## src/rtl/seg7_scan_driver.sv

```systemverilog
// seg7_scan_driver
//   Time-multiplexed scan front end for a 7-segment decoder. A packed BCD
//   value is double-buffered in a shadow register and committed to the
//   display register only at the frame boundary, so a frame never tears.
//   Each digit slot lasts PRESCALE clocks, and the slots are scanned from
//   digit 0 upward. Leading zeros (optional) and nibbles > 9 are blanked.
//
// Ports
//   clk    : single clock, rising edge
//   rst    : synchronous active-high reset
//   load   : one-cycle request to capture `value`
//   value  : packed BCD, nibble i = digit i
//   digit  : BCD digit for the current slot (forced to 0 when blanked)
//   sel    : one-hot digit select, bit i = digit i
//   blank  : current slot must be dark
//   ack    : one-cycle pulse when a value was committed to the display
//   err    : sticky flag, a committed value held a nibble > 9
module seg7_scan_driver #(
  parameter int DIGITS   = 4,
  parameter int PRESCALE = 1000,
  parameter int BLANK_LZ = 1
) (
  input  logic                  clk,
  input  logic                  rst,
  input  logic                  load,
  input  logic [4*DIGITS-1:0]   value,
  output logic [3:0]            digit,
  output logic [DIGITS-1:0]     sel,
  output logic                  blank,
  output logic                  ack,
  output logic                  err
);

  localparam int PW = (PRESCALE > 1) ? $clog2(PRESCALE) : 1;
  localparam int SW = $clog2(DIGITS);
  localparam logic [PW-1:0] PC_MAX   = PW'(PRESCALE - 1);
  localparam logic [SW-1:0] SLOT_MAX = SW'(DIGITS - 1);

  logic [PW-1:0]         pc_q, pc_d;
  logic [SW-1:0]         slot_q, slot_d;
  logic [4*DIGITS-1:0]   shd_q, shd_d;
  logic                  pend_q, pend_d;
  logic [4*DIGITS-1:0]   disp_q, disp_d;
  logic [3:0]            digit_q, digit_d;
  logic [DIGITS-1:0]     sel_q, sel_d;
  logic                  blank_q, blank_d;
  logic                  ack_q, ack_d;
  logic                  err_q, err_d;

  logic                  boundary;
  logic                  commit;
  logic [4*DIGITS-1:0]   commit_val;
  logic [DIGITS-1:0]     commit_bad;
  logic [DIGITS-1:0]     nib_zero;
  logic [DIGITS-1:0]     upper_zero;
  logic [3:0]            nib [DIGITS];

  // Scan counters, shadow buffer and commit.
  always_comb begin
    boundary   = (pc_q == PC_MAX) && (slot_q == SLOT_MAX);
    pc_d       = (pc_q == PC_MAX) ? '0 : pc_q + 1'b1;
    slot_d     = slot_q;
    if (pc_q == PC_MAX) begin
      slot_d = (slot_q == SLOT_MAX) ? '0 : slot_q + 1'b1;
    end
    // A load in the boundary cycle bypasses the shadow register.
    commit     = boundary && (load || pend_q);
    commit_val = load ? value : shd_q;
    shd_d      = shd_q;
    pend_d     = pend_q;
    if (boundary) begin
      pend_d = 1'b0;
    end else if (load) begin
      shd_d  = value;
      pend_d = 1'b1;
    end
    disp_d = commit ? commit_val : disp_q;
    ack_d  = commit;
    err_d  = err_q | (commit & (|commit_bad));
  end

  // Per-nibble helpers; outputs are decoded from the next-state display and
  // slot so a commit shows up in slot 0 on the very edge it happens.
  for (genvar gi = 0; gi < DIGITS; gi++) begin : g_nib
    assign nib[gi]        = disp_d[4*gi +: 4];
    assign nib_zero[gi]   = (disp_d[4*gi +: 4] == 4'd0);
    assign upper_zero[gi] = &nib_zero[DIGITS-1:gi];
    assign commit_bad[gi] = (commit_val[4*gi +: 4] > 4'd9);
    assign sel_d[gi]      = (slot_d == SW'(gi));
  end

  always_comb begin
    logic [3:0] n;
    logic       lz;
    n  = 4'd0;
    lz = 1'b0;
    for (int i = 0; i < DIGITS; i++) begin
      if (slot_d == SW'(i)) begin
        n  = nib[i];
        lz = upper_zero[i];
      end
    end
    blank_d = (n > 4'd9) || ((BLANK_LZ != 0) && (slot_d != '0) && lz);
    digit_d = blank_d ? 4'd0 : n;
  end

  always_ff @(posedge clk) begin
    if (rst) begin
      pc_q    <= '0;
      slot_q  <= '0;
      shd_q   <= '0;
      pend_q  <= 1'b0;
      disp_q  <= '0;
      digit_q <= 4'd0;
      sel_q   <= DIGITS'(1);
      blank_q <= 1'b0;
      ack_q   <= 1'b0;
      err_q   <= 1'b0;
    end else begin
      pc_q    <= pc_d;
      slot_q  <= slot_d;
      shd_q   <= shd_d;
      pend_q  <= pend_d;
      disp_q  <= disp_d;
      digit_q <= digit_d;
      sel_q   <= sel_d;
      blank_q <= blank_d;
      ack_q   <= ack_d;
      err_q   <= err_d;
    end
  end

  assign digit = digit_q;
  assign sel   = sel_q;
  assign blank = blank_q;
  assign ack   = ack_q;
  assign err   = err_q;

endmodule

```

## config.mk

```make
export PLATFORM = sky130hd
export DESIGN_NAME = seg7_scan_driver
export DESIGN_NICKNAME = d
export VERILOG_FILES = /design/src/rtl/seg7_scan_driver.sv
export SDC_FILE = /design/constraint.sdc
export NUM_CORES = 1
export LEC_CHECK = 0
export CORE_MARGIN = 5
export CORE_UTILIZATION = 29
export CTS_BUF_LIST = sky130_fd_sc_hd__clkbuf_16
export DETAILED_ROUTE_END_ITERATION = 10
export PLACE_DENSITY = 0.45
export SLEW_MARGIN = 20
export SYNTH_ARGS = -nofsm -noshare
export SYNTH_HDL_FRONTEND = slang
export SYNTH_SLANG_ARGS = --single-unit
export TNS_END_PERCENT = 1
```

## constraint.sdc

```tcl
create_clock -name clk -period 2.5 [get_ports clk]
set_clock_uncertainty 0.15 [all_clocks]
set_input_delay 0.375 -clock clk [delete_from_list [all_inputs] [get_ports clk]]
set_output_delay 0.375 -clock clk [all_outputs]
set_load 0.005 [all_outputs]
```

# Yosys cells after proc, flatten, opt, wreduce, memory -nomap -nowiden
# Index checks and enable logic that the tools add are counted.
op_classes:
  reduce_logical: 18
  magnitude_cmp: 5
  n_eq_ne: 5
  n_bitwise: 2
  n_mux: 12
  add_sub_neg: 2
op_table:
  columns: ["op", "count"]
  rows:
  - ["16-bit 2-to-1 mux", 2]
  - ["4-bit > comparator (second input constant)", 5]
  - ["4-bit zero test", 4]
  - ["4-bit 2-to-1 mux", 4]
  - ["10-bit by 1-bit adder with 10-bit output (second input constant)", 1]
  - ["10-bit equality test (second input constant)", 1]
  - ["2-bit equality test (second input constant)", 3]
  - ["2-bit OR reduction", 3]
  - ["1-bit 2-to-1 mux", 4]
  - ["2-bit 2-to-1 mux", 2]
  - ["4-bit AND reduction", 1]
  - ["4-bit OR reduction", 1]
  - ["1-bit logical AND", 3]
  - ["3-bit AND reduction", 1]
  - ["2-bit by 1-bit adder with 2-bit output (second input constant)", 1]
  - ["2-bit by 1-bit equality test with 1-bit output (second input constant)", 1]
  - ["2-bit zero test", 1]
  - ["1-bit logical OR", 2]
  - ["2-bit AND reduction", 1]
  - ["2-bit nonzero test", 1]
  - ["1-bit bitwise AND", 1]
  - ["1-bit bitwise OR", 1]
word_totals:
  register_bits: 56
  inputBits: 19
  out_inout_bits: 11

# Longest topological paths before layout
depth:
  ltp_word: 13
  depth_mapped: 10
  mapped_depth_nobuf: 7

# Worst setup path after synthesis
# OpenSTA, ideal clock, no wires.
synth_path:
  kind: "reg2reg"
  start: "reg slot_q[0]"
  end: "reg digit_q[0] (netlist: digit[0])"
  arrival_ps: 2282
  n_path_buf: 1
  period_less_slack_ps: 2531
  path_stages_with_launch: 9
  setup_ps: 100
  setup_slack_ps: -31
  cell_sequence: "dfxtp_1 -> ha_1 -> o21a_1 -> and4_4 -> buf_6 -> mux2i_1 -> o211ai_1 -> a22o_2 -> a2111oi_4"
synth_via:
  elab_chain_len: 13
synth_lines:
  columns: ["element", "line", "rtl"]
  rows:
  - ["from (decl)", "40", "logic [SW-1:0] slot_q, slot_d;"]
  - ["from (signal assigned)", "121", "slot_q <= slot_d;"]
  - ["parallel branches: the longest is 13 deep, another holds 4-bit > comparator", null, null]
  - ["to (signal assigned)", "125", "digit_q <= digit_d;"]
  - ["to (decl)", "44", "logic [3:0] digit_q, digit_d;"]
# Parallel ways; which one is timed is not known.
# A chain may end at the register's enable or synchronous reset.

# Worst setup path after layout
layout_path:
  start: "reg pc_q[4]"
  end: "reg digit_q[0] (netlist: digit[0])"
layout_via:
  elab_chain_len: 13
layout_lines:
  columns: ["element", "line", "rtl"]
  rows:
  - ["from (decl)", "39", "logic [PW-1:0] pc_q, pc_d;"]
  - ["from (signal assigned)", "120", "pc_q <= pc_d;"]
  - ["10-bit equality test *", "60, 63", null]
  - ["1-bit logical AND", "60", "boundary = (pc_q == PC_MAX) && (slot_q == SLOT_MAX);"]
  - ["1-bit logical AND", "67", "commit = boundary && (load || pend_q);"]
  - ["16-bit 2-to-1 mux", "77", "disp_d = commit ? commit_val : disp_q;"]
  - ["4-bit zero test", "86", "assign nib_zero[gi] = (disp_d[4*gi +: 4] == 4'd0);"]
  - ["4-bit AND reduction", "87", "assign upper_zero[gi] = &nib_zero[DIGITS-1:gi];"]
  - ["1-bit 2-to-1 mux (4 in series)", "98", "if (slot_d == SW'(i)) begin"]
  - ["1-bit logical AND", "103", "blank_d = (n > 4'd9) || ((BLANK_LZ != 0) && (slot_d != '0) && lz);"]
  - ["1-bit logical OR", "103", null]
  - ["2-bit OR reduction (no source line)", null, null]
# Mark *: on every way between the ends. The rest lies on a longest branch, timed or not.

==> results.md <==
* Status: complete, no violations
* Clk_lat worst skew at just under 0.3 ns
* Syn avg cell area at approximately 9.7 um2
* Fin nets at 360
* Period minus WS final at 2.417 ns
* Worst Max-Slew Pin Slew at around 0.32 ns
* Gr usage total at between 10% and 20%
* Yosys warnings at 0
* Min-delay src: shd_q[0]
* Gate power share at 9.6%
* # IOs at 30
* Net Sw Frac at 23.21%
* Sw power at 0.0004132 W
* Core area at 0.009109 mm2
* Synth Area in Simple Gates at roughly a fifth
* CTS buffer count at 5
* H-tree depth at 2
* RSZ-0062 raised after global routing: true
* Distinct cell type count after synthesis at 50
* Gate Count Post-Synth at 275
* Most frequent cells after synthesis: 56 x dfxtp_1, 54 x nor2_1, 31 x mux2i_1, 12 x mux2_2, 10 x nor3_1
* Worst setup margin at 0.08304 ns
* Final setup TNS at 0 ns
* Multi-input logic area at 0.001580 mm2
* Slowest stage delay, CP at between 0.4 and 0.5 ns
* P_leak at 1.439 nW
* Mux share of post-synthesis cell area at between 10% and 20%
* Drt total wl at about 7300 um
* Crit-path max FO at 5
* Crit path from: pc_q[4]
* Critical Path End Type: flop
* Adder-Cell Fraction of Synth Area at 0.9385%
* Hold Crit Class: reg -> reg
* DR pass1 iterations at 4
* IO Port Bufs at 29
* Final Total Pwr at roughly 0.0018 W
* Routability cong. at 0.8715
* Number of max-cap violations at 0
* Hold WS at 0.3514 ns
* Int Pwr at between 0.001 and 0.0015 W
* ANT nets after route at 0
* CTS max path bufs at 2
* Vias in the first global route at 2200
* Initial Utilization at 29.27%
* WP buf/inv at 1
* Synth Flop Type: dfxtp_1
* RR Startpoint: pc_q[4]
* Critical path required time at ~2.6 ns
* Top-area cell type share of the netlist area at 42.05%
* Detailed placer's ending HPWL at 5241 um
* Max Fclk at 0.4137 GHz
* Largest family of logic cells by synthesized area: simple AND/OR/NAND/NOR gates
* Hold Crit Depth at 2
* #FFs+latches synth at 56
* Crit share post-route at 96.68%
* R2r worst-path depth at 7
* Cells along the critical path: or3b_4 -> o31a_4 -> buf_12 -> o221ai_1 -> o211ai_1 -> a22o_2 -> a2111oi_4
* Synthesized Nets at around 300
* Setup Buffers After CTS at 0
* Critical path depth at 7
* Most numerous cell in the Yosys netlist: dfxtp_1
* Maximum VDD drop at 0.0002165 V
* Synthesized-area fraction occupied by ao, oa, aoi and oai cells at 13.47%
* Worst Path Arrival at 2.47 ns
* First-pass GRT wire length at 11750 um
* CTS clk-pin slew, worst paths at about 0.070 ns
* Xor/xnor share of the synthesized area at between 2 and 3%
* Initial antenna violation count at 0
* Dominant cells by area after synthesis: dfxtp_1 42%, mux2i_1 12%, nor2_1 7.6%
* Sequential Power Share at a little over half
* Pre-CTS setup slack at -0.3134 ns
* Sequential area share after synthesis at 42.05%
* Largest net degree at the start of global routing at 45
* Average wire per standard cell at 16.19 um
* Vias at 2228
* Die height at 105.9 um
* Share of layout cells above drive strength 1 at 28.82%
* CP max stage cell: or3b_4
* Antenna Diode Count at 0
* Family with the most delay on the worst path: compound AO/OA/AOI/OAI gates
* Detailed Route Iter0 Violations at 87
* # setup viols final at 0
* Clk root buf: clkbuf_16
* Pwr Density at 488.3 mW/mm2
* Synth-to-Final Area Change at 36.74%
* Max transition margin at 77.95%
* Synth Cell Area at 0.002666 mm2
* Final Cell Area at between 0.003 and 0.004 mm2
* Final slew viol count at 0
* Yosys top cell by area: dfxtp_1
* GR Overflow Total at 0
* Reg area at about 0.0011 mm2
* Clock Power Share at between 30% and 40%
* Crit path kind: reg -> reg
* Crit start category: flop
* CTS Sinks at 56
* # fillers at 925
* CTS tree: yes
* Post-DR vias/cell at about 4.9
* Ys async rst share at 0%
* Final hold vios at 0
* Post-synth EDFFs at 0
* Die X at 105.9 um
* Area of placed instances at 0.003381 mm2
* # DRC at 0
* Die ar. at around 0.011 mm2
* # rows at 35
==> final cells by class <==
type                       count  area share (%)
clock buffer                   5           3.432
clock inverter                 3          0.4118
inverter                       1          0.1030
multi-input combinational    203           43.34
sequential                    56           30.89
tap                          111           3.809
timing repair buffer          72           18.02
==> path summary, 6_finish.rpt <==
kind                    to  slack, ns
setup / recovery  digit[0]       0.08
setup reg to reg  digit[0]       0.08
hold reg to reg   shd_q[0]       0.35
hold / removal    shd_q[0]       0.35
==> repair_timing <==
item,in CTS,in global routing
pin swaps,1,6
hold buffers,0,0
gates resized for setup,4,24
gates cloned,1,0
setup endpoints to repair,2,5
==> worst reg2reg max path, stage by stage (launching register included) <==
cell	delay [ns]
dfxtp_2	0.35
or3b_4	0.44
o31a_4	0.31
buf_12	0.14
o221ai_1	0.15
o211ai_1	0.14
a22o_2	0.32
a2111oi_4	0.33
==> per-stage QoR <==
step | utilization (%) | cells
2_1_floorplan | - | 275
3_3_place_gp | 37.12 | 442
3_5_place_dp | 37.12 | 442
4_1_cts | 38.85 | 451
5_1_grt | 40.03 | 451
6_report | 40.03 | 451
==> placed cells by master, fill, tap and decap left out, types with 2 or more instances in the layout <==
cell,Yosys,final
nand2_1,6,6
buf_12,0,3
dfxtp_1,56,52
xnor2_1,4,4
clkbuf_16,0,5
a41o_2,4,4
o211a_1,2,2
o21ai_0,6,5
nand3_1,7,5
inv_1,1,2
nor2_1,54,54
nand4_1,2,2
mux2i_1,31,27
xor2_1,4,4
nor3_1,10,10
nor3b_1,2,2
nor4_1,3,3
buf_4,0,38
o211ai_1,7,7
a21oi_1,7,7
and4_2,1,2
a211oi_1,5,5
clkdlybuf4s50_1,0,28
and3_1,4,2
a22o_2,2,2
or2_2,2,2
mux2i_2,1,2
o221ai_1,4,3
buf_6,1,2
mux2_2,12,11
dfxtp_2,0,4
mux2i_4,0,3
==> flip-flops by register name (all words and copies together) (netlist names) <==
name,cells
pend_q,1
disp_q,16
blank,1
digit,4
sel,4
pc_q,10
ack,1
slot_q,2
err,1
shd_q,16
==> layer usage <==
metal / up-vias / share of wire (%) / GRT usage, %
met5: - / 0 / 0
li1: 1135 / - / -
met1: 1055 / 49 / 18.66
met4: 0 / 1.5 / 3.700
met3: 7 / 3.0 / 2.511
met2: 31 / 46 / 20.36
==> cells by family (layout without fill, tap and decap cells) <==
group | after synthesis | in the layout
buffers and inverters | 17 | 81
AND/OR/NAND/NOR | 102 | 103
adder cells (fa/ha/maj) | 2 | 2
flip-flops | 56 | 56
multiplexers | 45 | 45
AO/OA/AOI/OAI | 45 | 45
XOR/XNOR | 8 | 8
==> power groups by stage <==
| stage | combinational, W | clock [W] | sequential [W] |
|---|---|---|---|
| after floorplan | 0.0000876 | 0 | 0.000943 |
| after global placement | 0.000165 | 0 | 0.000947 |
| after detailed placement | 0.000166 | 0 | 0.000947 |
| after CTS | 0.000167 | 0.000710 | 0.000926 |
| after global routing | 0.000186 | 0.000741 | 0.000932 |
| final | 0.000170 | 0.000681 | 0.000929 |
Note: power is estimated with default switching activity, not from simulation.
